`src/rtl/reversible_ripple_uncompute.sv`:
```
// Bit-serial uncompute of a reversible ripple-carry adder: recovers b, the ancillas and
// a final-carry check from the forward adder's sum/cout/a/garbage lines, one stage per cycle.
module reversible_ripple_uncompute #(
   parameter int unsigned WIDTH = 8
) (
   input  logic             clk,
   input  logic             rst_n,
   input  logic             in_valid,
   output logic             in_ready,
   input  logic [WIDTH-1:0] sum,
   input  logic             cout,
   input  logic             cin,
   input  logic [WIDTH-1:0] g_a,
   input  logic [WIDTH-1:0] g_ab,
   output logic             out_valid,
   input  logic             out_ready,
   output logic [WIDTH-1:0] b_rec,
   output logic [WIDTH-1:0] anc_rec,
   output logic             carry_ok,
   output logic             anc_clean,
   output logic             busy
);

   localparam int unsigned IW = (WIDTH > 2) ? $clog2(WIDTH) : 1;
   localparam logic [IW-1:0] LAST = IW'(WIDTH - 1);

   typedef enum logic [1:0] {IDLE, RUN, DONE} state_t;

   state_t           state_q, state_d;
   logic [IW-1:0]    idx_q, idx_d;
   logic             c_q, c_d;
   logic [WIDTH-1:0] sum_q, sum_d, ga_q, ga_d, gab_q, gab_d;
   logic             cout_q, cout_d;
   logic [WIDTH-1:0] bacc_q, bacc_d, aacc_q, aacc_d;
   logic [WIDTH-1:0] b_rec_q, b_rec_d, anc_rec_q, anc_rec_d;
   logic             carry_ok_q, carry_ok_d, anc_clean_q, anc_clean_d;
   logic             p, b_bit, a_bit;

   assign p     = sum_q[idx_q] ^ c_q;
   assign b_bit = p ^ ga_q[idx_q];
   assign a_bit = gab_q[idx_q] ^ (ga_q[idx_q] & b_bit);

   always_comb begin
      state_d     = state_q;
      idx_d       = idx_q;
      c_d         = c_q;
      sum_d       = sum_q;
      ga_d        = ga_q;
      gab_d       = gab_q;
      cout_d      = cout_q;
      bacc_d      = bacc_q;
      aacc_d      = aacc_q;
      b_rec_d     = b_rec_q;
      anc_rec_d   = anc_rec_q;
      carry_ok_d  = carry_ok_q;
      anc_clean_d = anc_clean_q;
      case (state_q)
         IDLE: begin
            if (in_valid) begin
               sum_d   = sum;
               ga_d    = g_a;
               gab_d   = g_ab;
               cout_d  = cout;
               c_d     = cin;
               idx_d   = '0;
               bacc_d  = '0;
               aacc_d  = '0;
               state_d = RUN;
            end
         end
         RUN: begin
            bacc_d[idx_q] = b_bit;
            aacc_d[idx_q] = a_bit;
            c_d           = (p & c_q) ^ gab_q[idx_q];
            // Result registers take the accumulators including the stage finishing on this edge.
            if (idx_q == LAST) begin
               b_rec_d     = bacc_d;
               anc_rec_d   = aacc_d;
               carry_ok_d  = (c_d == cout_q);
               anc_clean_d = (aacc_d == '0);
               state_d     = DONE;
            end else begin
               idx_d = idx_q + 1'b1;
            end
         end
         DONE: begin
            if (out_ready) state_d = IDLE;
         end
         default: state_d = IDLE;
      endcase
   end

   always_ff @(posedge clk or negedge rst_n) begin
      if (!rst_n) begin
         state_q     <= IDLE;
         idx_q       <= '0;
         c_q         <= 1'b0;
         sum_q       <= '0;
         ga_q        <= '0;
         gab_q       <= '0;
         cout_q      <= 1'b0;
         bacc_q      <= '0;
         aacc_q      <= '0;
         b_rec_q     <= '0;
         anc_rec_q   <= '0;
         carry_ok_q  <= 1'b0;
         anc_clean_q <= 1'b0;
      end else begin
         state_q     <= state_d;
         idx_q       <= idx_d;
         c_q         <= c_d;
         sum_q       <= sum_d;
         ga_q        <= ga_d;
         gab_q       <= gab_d;
         cout_q      <= cout_d;
         bacc_q      <= bacc_d;
         aacc_q      <= aacc_d;
         b_rec_q     <= b_rec_d;
         anc_rec_q   <= anc_rec_d;
         carry_ok_q  <= carry_ok_d;
         anc_clean_q <= anc_clean_d;
      end
   end

   assign in_ready  = (state_q == IDLE);
   assign out_valid = (state_q == DONE);
   assign busy      = (state_q != IDLE);
   assign b_rec     = b_rec_q;
   assign anc_rec   = anc_rec_q;
   assign carry_ok  = carry_ok_q;
   assign anc_clean = anc_clean_q;

endmodule

```
`config.mk`:
```
export PLATFORM = sky130hd
export DESIGN_NAME = reversible_ripple_uncompute
export DESIGN_NICKNAME = d
export VERILOG_FILES = /design/src/rtl/reversible_ripple_uncompute.sv
export SDC_FILE = /design/constraint.sdc
export NUM_CORES = 1
export LEC_CHECK = 0
export ABC_AREA = 1
export BUFFER_PORTS_ARGS = -buffer_cell sky130_fd_sc_hd__buf_2
export CORE_MARGIN = 10
export CORE_UTILIZATION = 41
export CTS_CLUSTER_SIZE = 28
export DETAILED_ROUTE_END_ITERATION = 7
export PLACE_DENSITY = 0.66
export RECOVER_POWER = 25
export SLEW_MARGIN = 20
export SYNTH_ARGS = -nofsm -noshare
export SYNTH_HDL_FRONTEND = slang
export SYNTH_SLANG_ARGS = --single-unit
```
`constraint.sdc`:
```
create_clock -name clk -period 2.3 [get_ports clk]
set_input_delay 0.23 -clock clk [delete_from_list [all_inputs] [get_ports clk]]
set_output_delay 0.23 -clock clk [all_outputs]
set_load 0.05 [all_outputs]
```
==> results of run 1 <==
-- layout by cell type (no fill, tap or decap), drive strengths merged, types with 2 or more instances in the layout --
cell type / instances
a21oi: 12
a221oi: 3
buf: 87
clkbuf: 12
clkinv: 3
clkinvlp: 2
dfrtp: 65
ha: 4
inv: 35
mux2: 14
nand2: 67
nand3: 23
nor2: 29
o21ai: 42
o22ai: 7
-- cells by family after synthesis --
kind of cell | Yosys count
DFF | 65
and+or+nand+nor | 120
adders and majority gates | 4
AOI/OAI and AO/OA | 69
muxes | 14
buffers and inverters | 48
xor gates and xnor gates | 2
-- area by class of cell --
| class | instances | area, um2 | share of cell area |
|---|---|---|---|
| multi-input cells | 209 | 1310 | 0.332 |
| clock inverters | 5 | 55.1 | 0.0140 |
| inverters | 36 | 135 | 0.0343 |
| flip-flops and latches | 65 | 1630 | 0.414 |
| clock buffers | 11 | 141 | 0.0359 |
| repair buffers | 89 | 543 | 0.138 |
| well taps | 99 | 124 | 0.0315 |
-- worst reg2reg max path, cell delays in order (launching register included) --
cell      delay [ns]
dfrtp_2         0.47
nor2_4          0.14
inv_2           0.05
nor2_2          0.12
inv_1           0.07
o22ai_2         0.19
a221oi_2        0.05
nand2_1         0.10
inv_2           0.05
ha_4            0.27
ha_4            0.14
o21bai_4        0.18
nand3_2         0.11
nand2_2         0.13
nand2_1         0.07
nor2_2          0.10
nand3_1         0.08
nand2_1         0.06
-- state kept, by name, summed over array words and instances (netlist names) --
signal     count
bacc_q         8
sum_q          8
cout_q         1
anc_rec        8
gab_q          8
anc_clean      1
idx_q          3
c_q            1
carry_ok       1
state_q        2
ga_q           8
b_rec          8
aacc_q         8
-- metal layers --
| metal | up-vias | track usage | routed length (um) |
|---|---|---|---|
| met2 | 42 | 0.223 | 3730 |
| met5 | - | 0 | 0 |
| met1 | 1196 | 0.172 | 3290 |
| met3 | 10 | 0.0347 | 299 |
| li1 | 1237 | - | - |
| met4 | 0 | 0.0696 | 124 |
-- final timing paths --
| path | from | endpoint | slack (ns) | cells past startpoint |
|---|---|---|---|---|
| min reg2reg | b_rec[6]$_DFFE_PN0P_ | b_rec[6]$_DFFE_PN0P_ | 0.48 | 2 |
| max | idx_q[1]$_DFFE_PN0P_ | anc_clean$_DFFE_PN0P_ | -0.14 | 17 |
| max in group asynchronous | rst_n | idx_q[0]$_DFFE_PN0P_ | 0.40 | 3 |
| max reg2reg | idx_q[1]$_DFFE_PN0P_ | anc_clean$_DFFE_PN0P_ | -0.14 | 17 |
| min in group asynchronous | rst_n | sum_q[7]$_DFFE_PN0P_ | 0.89 | 3 |
| min | out_ready | state_q[1]$_DFFE_PN0P_ | 0.05 | 2 |
-- what timing repair did --
| item | in CTS | in global routing |
|---|---|---|
| buffers inserted | 7 | 3 |
| endpoints found under the setup margin | 28 | 33 |
| hold buffers | 1 | 0 |
| hold endpoints to repair | 65 | 0 |
| pin swaps | 2 | 10 |
| resized for setup | 14 | 36 |
-- metrics by stage --
step	setup slack, ns	util	hold slack [ns]
floorplan	0.0282	-	-0.0656
global placement	-0.0486	0.492	0.275
detailed placement	-0.140	0.492	0.272
CTS	-0.0512	0.533	0.0441
global route	-0.297	0.549	0.0581
finish	-0.143	0.549	0.0514
-- report_power, final --
group | switching (mW) | internal (mW) | total (mW)
logic | 2.41 | 1.53 | 3.94
clock network | 0.448 | 0.526 | 0.974
registers | 0.307 | 1.68 | 1.99
==> impl_metrics.toml, run 1 <==
[status]
status = "complete, but fails checks"
failed_checks = "max-capacitance violations, max-slew violations, negative setup slack"

[routing]
drt-vias-per-instance = 4.83
drc = 0
postRouteAntennaNets = 0
drt-wirelength-per-cell_um = 14.5
num_vias = 2485
drt-total-wl_um = 7450
drt_iter0_drc = 85
drt_pre_antenna_iters = 4

[global_routing]
grt_first_pass_wirelength_um = 12400
antenna_found_initial = 0
grt_overflow = 0
grt_pass1_vias = 2520
grt_start_max_net_pins = 66
gr-usage-all-layers = 0.140

[critical_path]
crit_top_cell = "nand2_1"
slowest_delay_ns = 0.47
crit_chain = "nor2_4 > inv_2 > nor2_2 > inv_1 > o22ai_2 > a221oi_2 > nand2_1 > inv_2 > ha_4 > ha_4 > o21bai_4 > nand3_2 > nand2_2 > nand2_1 > nor2_2 > nand3_1 > nand2_1"
critical_path.slowest_cell = "dfrtp_2"
cp_data_arrival_time_ns = 2.74
crit_fanout = 7
required_ns = 2.60
startpoint_type = "flop"
cp_top_family = "simple AND/OR/NAND/NOR gates"
cp_num_buf_inv = 3
worstSetupEndpointType = "flop"
critPathKind = "flop to flop"

[yosys]
synth.area.top_cells = "dfrtp_1, nand2_1, o21ai_0"
syn_area_per_cell_um2 = 9.26
ys_seq_elements = 65
synth_top_flop_cell = "dfrtp_1"
netlist_top_cells_count = "dfrtp_1, nand2_1, o21ai_0"
synth_fp_nets = 356
synth.distinct_cells = 31
syn_inst = 322
synth-async-reset-ratio = 1.00
yosys.area_share.simple = 0.180
ys_seq_area_frac = 0.546
syn_area_um2 = 2980
yosys.cell_count.top_type = "dfrtp_1"
synth_edf_count = 0
yosys.area_share.adder = 0.0168
synth_compound_area_frac = 0.133
yosysWarnings = 0
synth_top_family_by_area = "simple AND/OR/NAND/NOR gates"
synth_top_area_share = 0.546
synth_top_cell_by_area = "dfrtp_1"
synth_xor_area_frac = 0.00587
synthMuxAreaShare = 0.0529

[pwr]
p_per_area_nw_per_um2 = 1750
total_leakage_power_nw = 1.93
peakVddDrop_mv = 0.826
total_power_mw = 6.90

[clocking]
clk_latency_ns = 0.36
cts_sinks = 65
clk_path_buf_depth = 2
cts_tree = "yes"
numCtsBuffers = 9
cts-root-buf = "clkbuf_8"
clkTransAtPathRegs_ns = 0.07
cts-htree-levels = 3

[floorplanning]
floorplan.initialDensity = 0.416
rows = 31
fp.dieW_um = 105
die_area_um2 = 11100
core_area_um2 = 7180
io_pins = 51
die_h_um = 105

[place]
numPortBuffers = 50
gp_congestion = 0.833
dpl.cell_count = 488
placed_cell_area_um2 = 3530
hpwl_um = 5280

[timing]
finalCriticalPeriod_ns = 2.44
final-hold-violation-count = 0
worstMarginPinSlew_ns = 1.55
drv_slew = 66
tns_ns = -0.501
timing.slew.headroom = -0.0349
fmax_mhz = 409
period_share = 1.06
skew_ns = 0.00789
setup_slack_ns = -0.143
rsz0062_at_grt = "true"
setup_violations = 10

[flow_run]
cap_violations = 1

[hold_path]
min_path_type = "primary input to flop"

[finish]
areaGrowthSynthToFinish_pct = 32.0
fillers = 651
diodes = 0
postLayoutCellArea_um2 = 3940
layout-drive-gt1-share = 0.424
nets = 444
fin_cells = 514
Note: power is estimated with default switching activity, not from simulation.
==> inputs of run 2 (changes only) <==
- HOLD_SLACK_MARGIN: unset -> 0.08
==> impl_metrics.toml, run 2 (synthesis results as in run 1) <==
[finish]
areaGrowthSynthToFinish_pct = 32.4
fin_cells = 515
postLayoutCellArea_um2 = 3950
mostFrequentLayoutCell = "dfrtp_1"
layout-drive-gt1-share = 0.423
nets = 445
diodes = 0
final_cell_mix = "dfrtp_1, nand2_1, buf_2"

[timing]
setup_violations = 10
final-hold-violation-count = 0
skew_ns = 0.00802
drv_slew = 66
timing.hold.ws_ns = 0.103
rsz0062_at_grt = "true"
setup_slack_ns = -0.146
timing.slew.headroom = -0.0355
fmax_mhz = 409
worstMarginPinSlew_ns = 1.55
period_share = 1.06
finalCriticalPeriod_ns = 2.45

[flow_run]
cap_violations = 1

[pwr]
total_leakage_power_nw = 1.94
peakVddDrop_mv = 0.824
p_per_area_nw_per_um2 = 1750
total_power_mw = 6.90

[global_routing]
grt_first_pass_wirelength_um = 12500
grt_start_max_net_pins = 66
grt_pass1_vias = 2523
grt_overflow = 0
antenna_found_initial = 0
gr-usage-all-layers = 0.140

[clocking]
numCtsBuffers = 9
clk_path_buf_depth = 2
clk_latency_ns = 0.35
cts_sinks = 65
clkTransAtPathRegs_ns = 0.07
cts_tree = "yes"
cts-htree-levels = 3
cts-root-buf = "clkbuf_8"

[routing]
drt_iter0_drc = 90
drt-wirelength-per-cell_um = 14.4
drc = 0
drt-total-wl_um = 7430
postRouteAntennaNets = 0
num_vias = 2467
drt-vias-per-instance = 4.79
drt_pre_antenna_iters = 4

[hold_path]
min_path_type = "primary input to flop"

[floorplanning]
die_area_um2 = 11100
core_area_um2 = 7180
floorplan.initialDensity = 0.416
rows = 31
io_pins = 51
die_h_um = 105
fp.dieW_um = 105

[place]
dpl.cell_count = 488
gp_congestion = 0.833
numPortBuffers = 50
placed_cell_area_um2 = 3530
hpwl_um = 5280

[critical_path]
crit_fanout = 7
startpoint_type = "flop"
required_ns = 2.60
r2r_setup_slack_ns = -0.15
critPathKind = "flop to flop"
cp_data_arrival_time_ns = 2.74
worstSetupEndpointType = "flop"

[status]
status = "complete, but fails checks"
failed_checks = "max-capacitance violations, max-slew violations, negative setup slack"
run 2: cell count changes in the layout (fill, tap and decap cells not counted):
cell and delta:
dlygate4sd3_1 +1
run 2: timing repair:
| item | in CTS | in global routing |
|---|---|---|
| resized for setup | 14 | 36 |
| buffers inserted | 7 | 3 |
| pin swaps | 2 | 10 |
| endpoints found under the setup margin | 28 | 33 |
| hold buffers | 2 | 0 |
| hold endpoints to repair | 66 | 0 |
run 2: path summary, 6_finish.rpt:
path / end / cells past startpoint / from
setup / recovery: anc_clean$_DFFE_PN0P_ / 17 / idx_q[1]$_DFFE_PN0P_
hold / removal: ga_q[2]$_DFFE_PN0P_ / 2 / g_a[2]
setup reg to reg: anc_clean$_DFFE_PN0P_ / 17 / idx_q[1]$_DFFE_PN0P_
hold reg to reg: b_rec[6]$_DFFE_PN0P_ / 2 / b_rec[6]$_DFFE_PN0P_
max in group asynchronous: idx_q[0]$_DFFE_PN0P_ / 3 / rst_n
min in group asynchronous: ga_q[1]$_DFFE_PN0P_ / 3 / rst_n
run 2: area by class of cell:
type / instances / area [um2]
clock buffers: 11 / 141
clock inverters: 5 / 55.1
fillers: 650 / 3230
inverters: 36 / 135
multi-input cells: 209 / 1310
flip-flops and latches: 65 / 1630
well taps: 99 / 124
repair buffers: 90 / 553
run 2: worst max-delay path, stage by stage (launching register included):
cell and delay (ns):
dfrtp_2 0.47, nor2_4 0.14, inv_2 0.05, nor2_2 0.12, inv_1 0.07, o22ai_2 0.19, a221oi_2 0.05, nand2_1 0.10
inv_2 0.05, ha_4 0.27, ha_4 0.14, o21bai_4 0.18, nand3_2 0.11, nand2_2 0.13, nand2_1 0.07, nor2_2 0.10
nand3_1 0.08, nand2_1 0.06
run 2: where the power goes:
group / switching (mW) / internal, mW
Clock: 0.444 / 0.526
Combinational: 2.41 / 1.53
Sequential: 0.307 / 1.68
Total: 3.16 / 3.73
run 2: metal layers:
metal  up-vias  part of all wire  global-route usage
li1       1239                 -                   -
met1      1173              0.44               0.172
met2        46              0.50               0.223
met3         9             0.048              0.0353
met4         0             0.012              0.0696
met5         -                 0                   0
run 2: through the flow:
| stage | TNS, ns | utilization | worst slack [ns] |
|---|---|---|---|
| floorplan | 0 | - | 0.0282 |
| global placement | -0.0521 | 0.492 | -0.0486 |
| detailed placement | -1.03 | 0.492 | -0.140 |
| CTS | -0.0952 | 0.534 | -0.0512 |
| global route | -2.68 | 0.550 | -0.297 |
| finish | -0.531 | 0.550 | -0.146 |
==> inputs of run 3 (changes only) <==
- BUFFER_PORTS_ARGS: -buffer_cell sky130_fd_sc_hd__buf_2 -> unset
- DONT_BUFFER_PORTS: unset -> 1
- PLACE_DENSITY: 0.66 -> 0.59
==> impl_metrics.toml, run 3 (synthesis results as in run 1) <==
[status]
status = "complete, but fails checks"
failed_checks = "max-capacitance violations, max-slew violations, negative setup slack"

[routing]
drt-vias-per-instance = 4.93
drt_iter0_drc = 143
drt_pre_antenna_iters = 4
drt-wirelength-per-cell_um = 15.7
num_vias = 2462
drc = 0
postRouteAntennaNets = 0
drt-total-wl_um = 7840

[clocking]
cts_tree = "yes"
clk_path_buf_depth = 2
cts-root-buf = "clkbuf_8"
cts_sinks = 65
numCtsBuffers = 9
clk_latency_ns = 0.35
clkTransAtPathRegs_ns = 0.07
cts-htree-levels = 3

[timing]
setup_violations = 2
drv_slew = 66
rsz0062_at_grt = "true"
setup_slack_ns = -0.0374
timing.slew.headroom = -0.0540
fmax_mhz = 428
final-hold-violation-count = 0
worstMarginPinSlew_ns = 1.58
finalCriticalPeriod_ns = 2.34
timing.hold.ws_ns = 0.328
period_share = 1.02
skew_ns = 0.0102

[floorplanning]
core_area_um2 = 7180
die_h_um = 105
io_pins = 51
floorplan.initialDensity = 0.416
die_area_um2 = 11100
rows = 31
fp.dieW_um = 105

[place]
placed_cell_area_um2 = 3280
hpwl_um = 5240
numPortBuffers = 0
gp_congestion = 0.828
dpl.cell_count = 440

[hold_path]
hp-start = "in_valid"
hold_path_end = "gab_q[3]$_DFFE_PN0P_"
hold_path_depth = 4
min_path_type = "primary input to flop"

[finish]
postLayoutCellArea_um2 = 4070
fillers = 636
final_cell_mix = "dfrtp_1, nand2_1, buf_4"
areaGrowthSynthToFinish_pct = 36.5
fin_cells = 499
nets = 429
mostFrequentLayoutCell = "dfrtp_1"
layout-drive-gt1-share = 0.360
diodes = 0

[pwr]
peakVddDrop_mv = 0.792
total_leakage_power_nw = 1.88
total_power_mw = 6.92
p_per_area_nw_per_um2 = 1700

[global_routing]
gr-usage-all-layers = 0.144
grt_first_pass_wirelength_um = 12800
grt_start_max_net_pins = 66
grt_overflow = 0
antenna_found_initial = 0
grt_pass1_vias = 2554

[critical_path]
startpoint_type = "flop"
r2r_setup_slack_ns = -0.04
r2r_cells = 16
required_ns = 2.55
critPathKind = "flop to flop"
timing.rr.end = "anc_clean$_DFFE_PN0P_"
setup.worst_path.start = "idx_q[1]$_DFFE_PN0P_"
crit_fanout = 7
r2r_start = "idx_q[1]$_DFFE_PN0P_"
worstSetupEndpointType = "flop"
cp_data_arrival_time_ns = 2.58

[flow_run]
cap_violations = 1
## run 3: metrics by stage
| stage | TNS (ns) | util | setup WS (ns) |
|---|---|---|---|
| after floorplan | 0 | - | 0.0282 |
| after CTS | -0.0706 | 0.543 | -0.0485 |
| final | -0.0400 | 0.567 | -0.0374 |
| after detailed placement | -0.891 | 0.457 | -0.116 |
| after global placement | -0.958 | 0.457 | -0.121 |
| after global routing | -1.22 | 0.567 | -0.169 |
## run 3: worst max path at each step
| stage | endpoint | slack, ns | cells after the start |
|---|---|---|---|
| 6_report | anc_clean$_DFFE_PN0P_ | -0.04 | 16 |
| 5_1_grt | anc_clean$_DFFE_PN0P_ | -0.17 | 16 |
| 4_1_cts | anc_clean$_DFFE_PN0P_ | -0.05 | 17 |
| 3_5_place_dp | anc_clean$_DFFE_PN0P_ | -0.12 | 17 |
| 3_3_place_gp | anc_clean$_DFFE_PN0P_ | -0.12 | 18 |
| 2_1_floorplan | anc_clean$_DFFE_PN0P_ | 0.03 | 17 |
## run 3: area by class of cell
cell class | count | area (um2) | share of cell area
clock buffer | 9 | 124 | 0.0304
clock inverter | 7 | 71.3 | 0.0175
inverter | 36 | 138 | 0.0338
timing repair buffer | 74 | 633 | 0.156
sequential | 65 | 1630 | 0.401
tap | 99 | 124 | 0.0304
multi-input combinational | 209 | 1350 | 0.332
## run 3: critical path, stage by stage, from the launching register on
cell	delay (ns)
dfrtp_2	0.48
inv_2	0.10
nor2_2	0.05
inv_2	0.13
nor2_4	0.05
a221oi_2	0.26
nand2_1	0.09
inv_2	0.07
ha_4	0.20
ha_4	0.16
o21bai_4	0.22
nand3_2	0.10
nand2_2	0.08
nand2_1	0.08
nor2_2	0.04
nand3_1	0.07
nand2_1	0.05
## run 3: power breakdown
part,total (mW),switching [mW],internal (mW)
registers,2.51,0.836,1.67
clock network,0.964,0.465,0.499
logic,3.45,1.93,1.53
total,6.92,3.23,3.70
## run 3: per-layer routing
metal	global-route usage	part of all wire	vias to the layer above
li1	-	-	1208
met1	0.173	0.43	1201
met2	0.230	0.50	41
met3	0.0524	0.056	12
met4	0.0539	0.014	0
met5	0	0	-
## run 3: timing repair
item | in CTS | in global routing
hold endpoints to repair | 92 | 0
hold buffers | 30 | 0
endpoints found under the setup margin | 29 | 33
resized for setup | 16 | 44
setup buffers | 9 | 4
pin swaps | 4 | 15
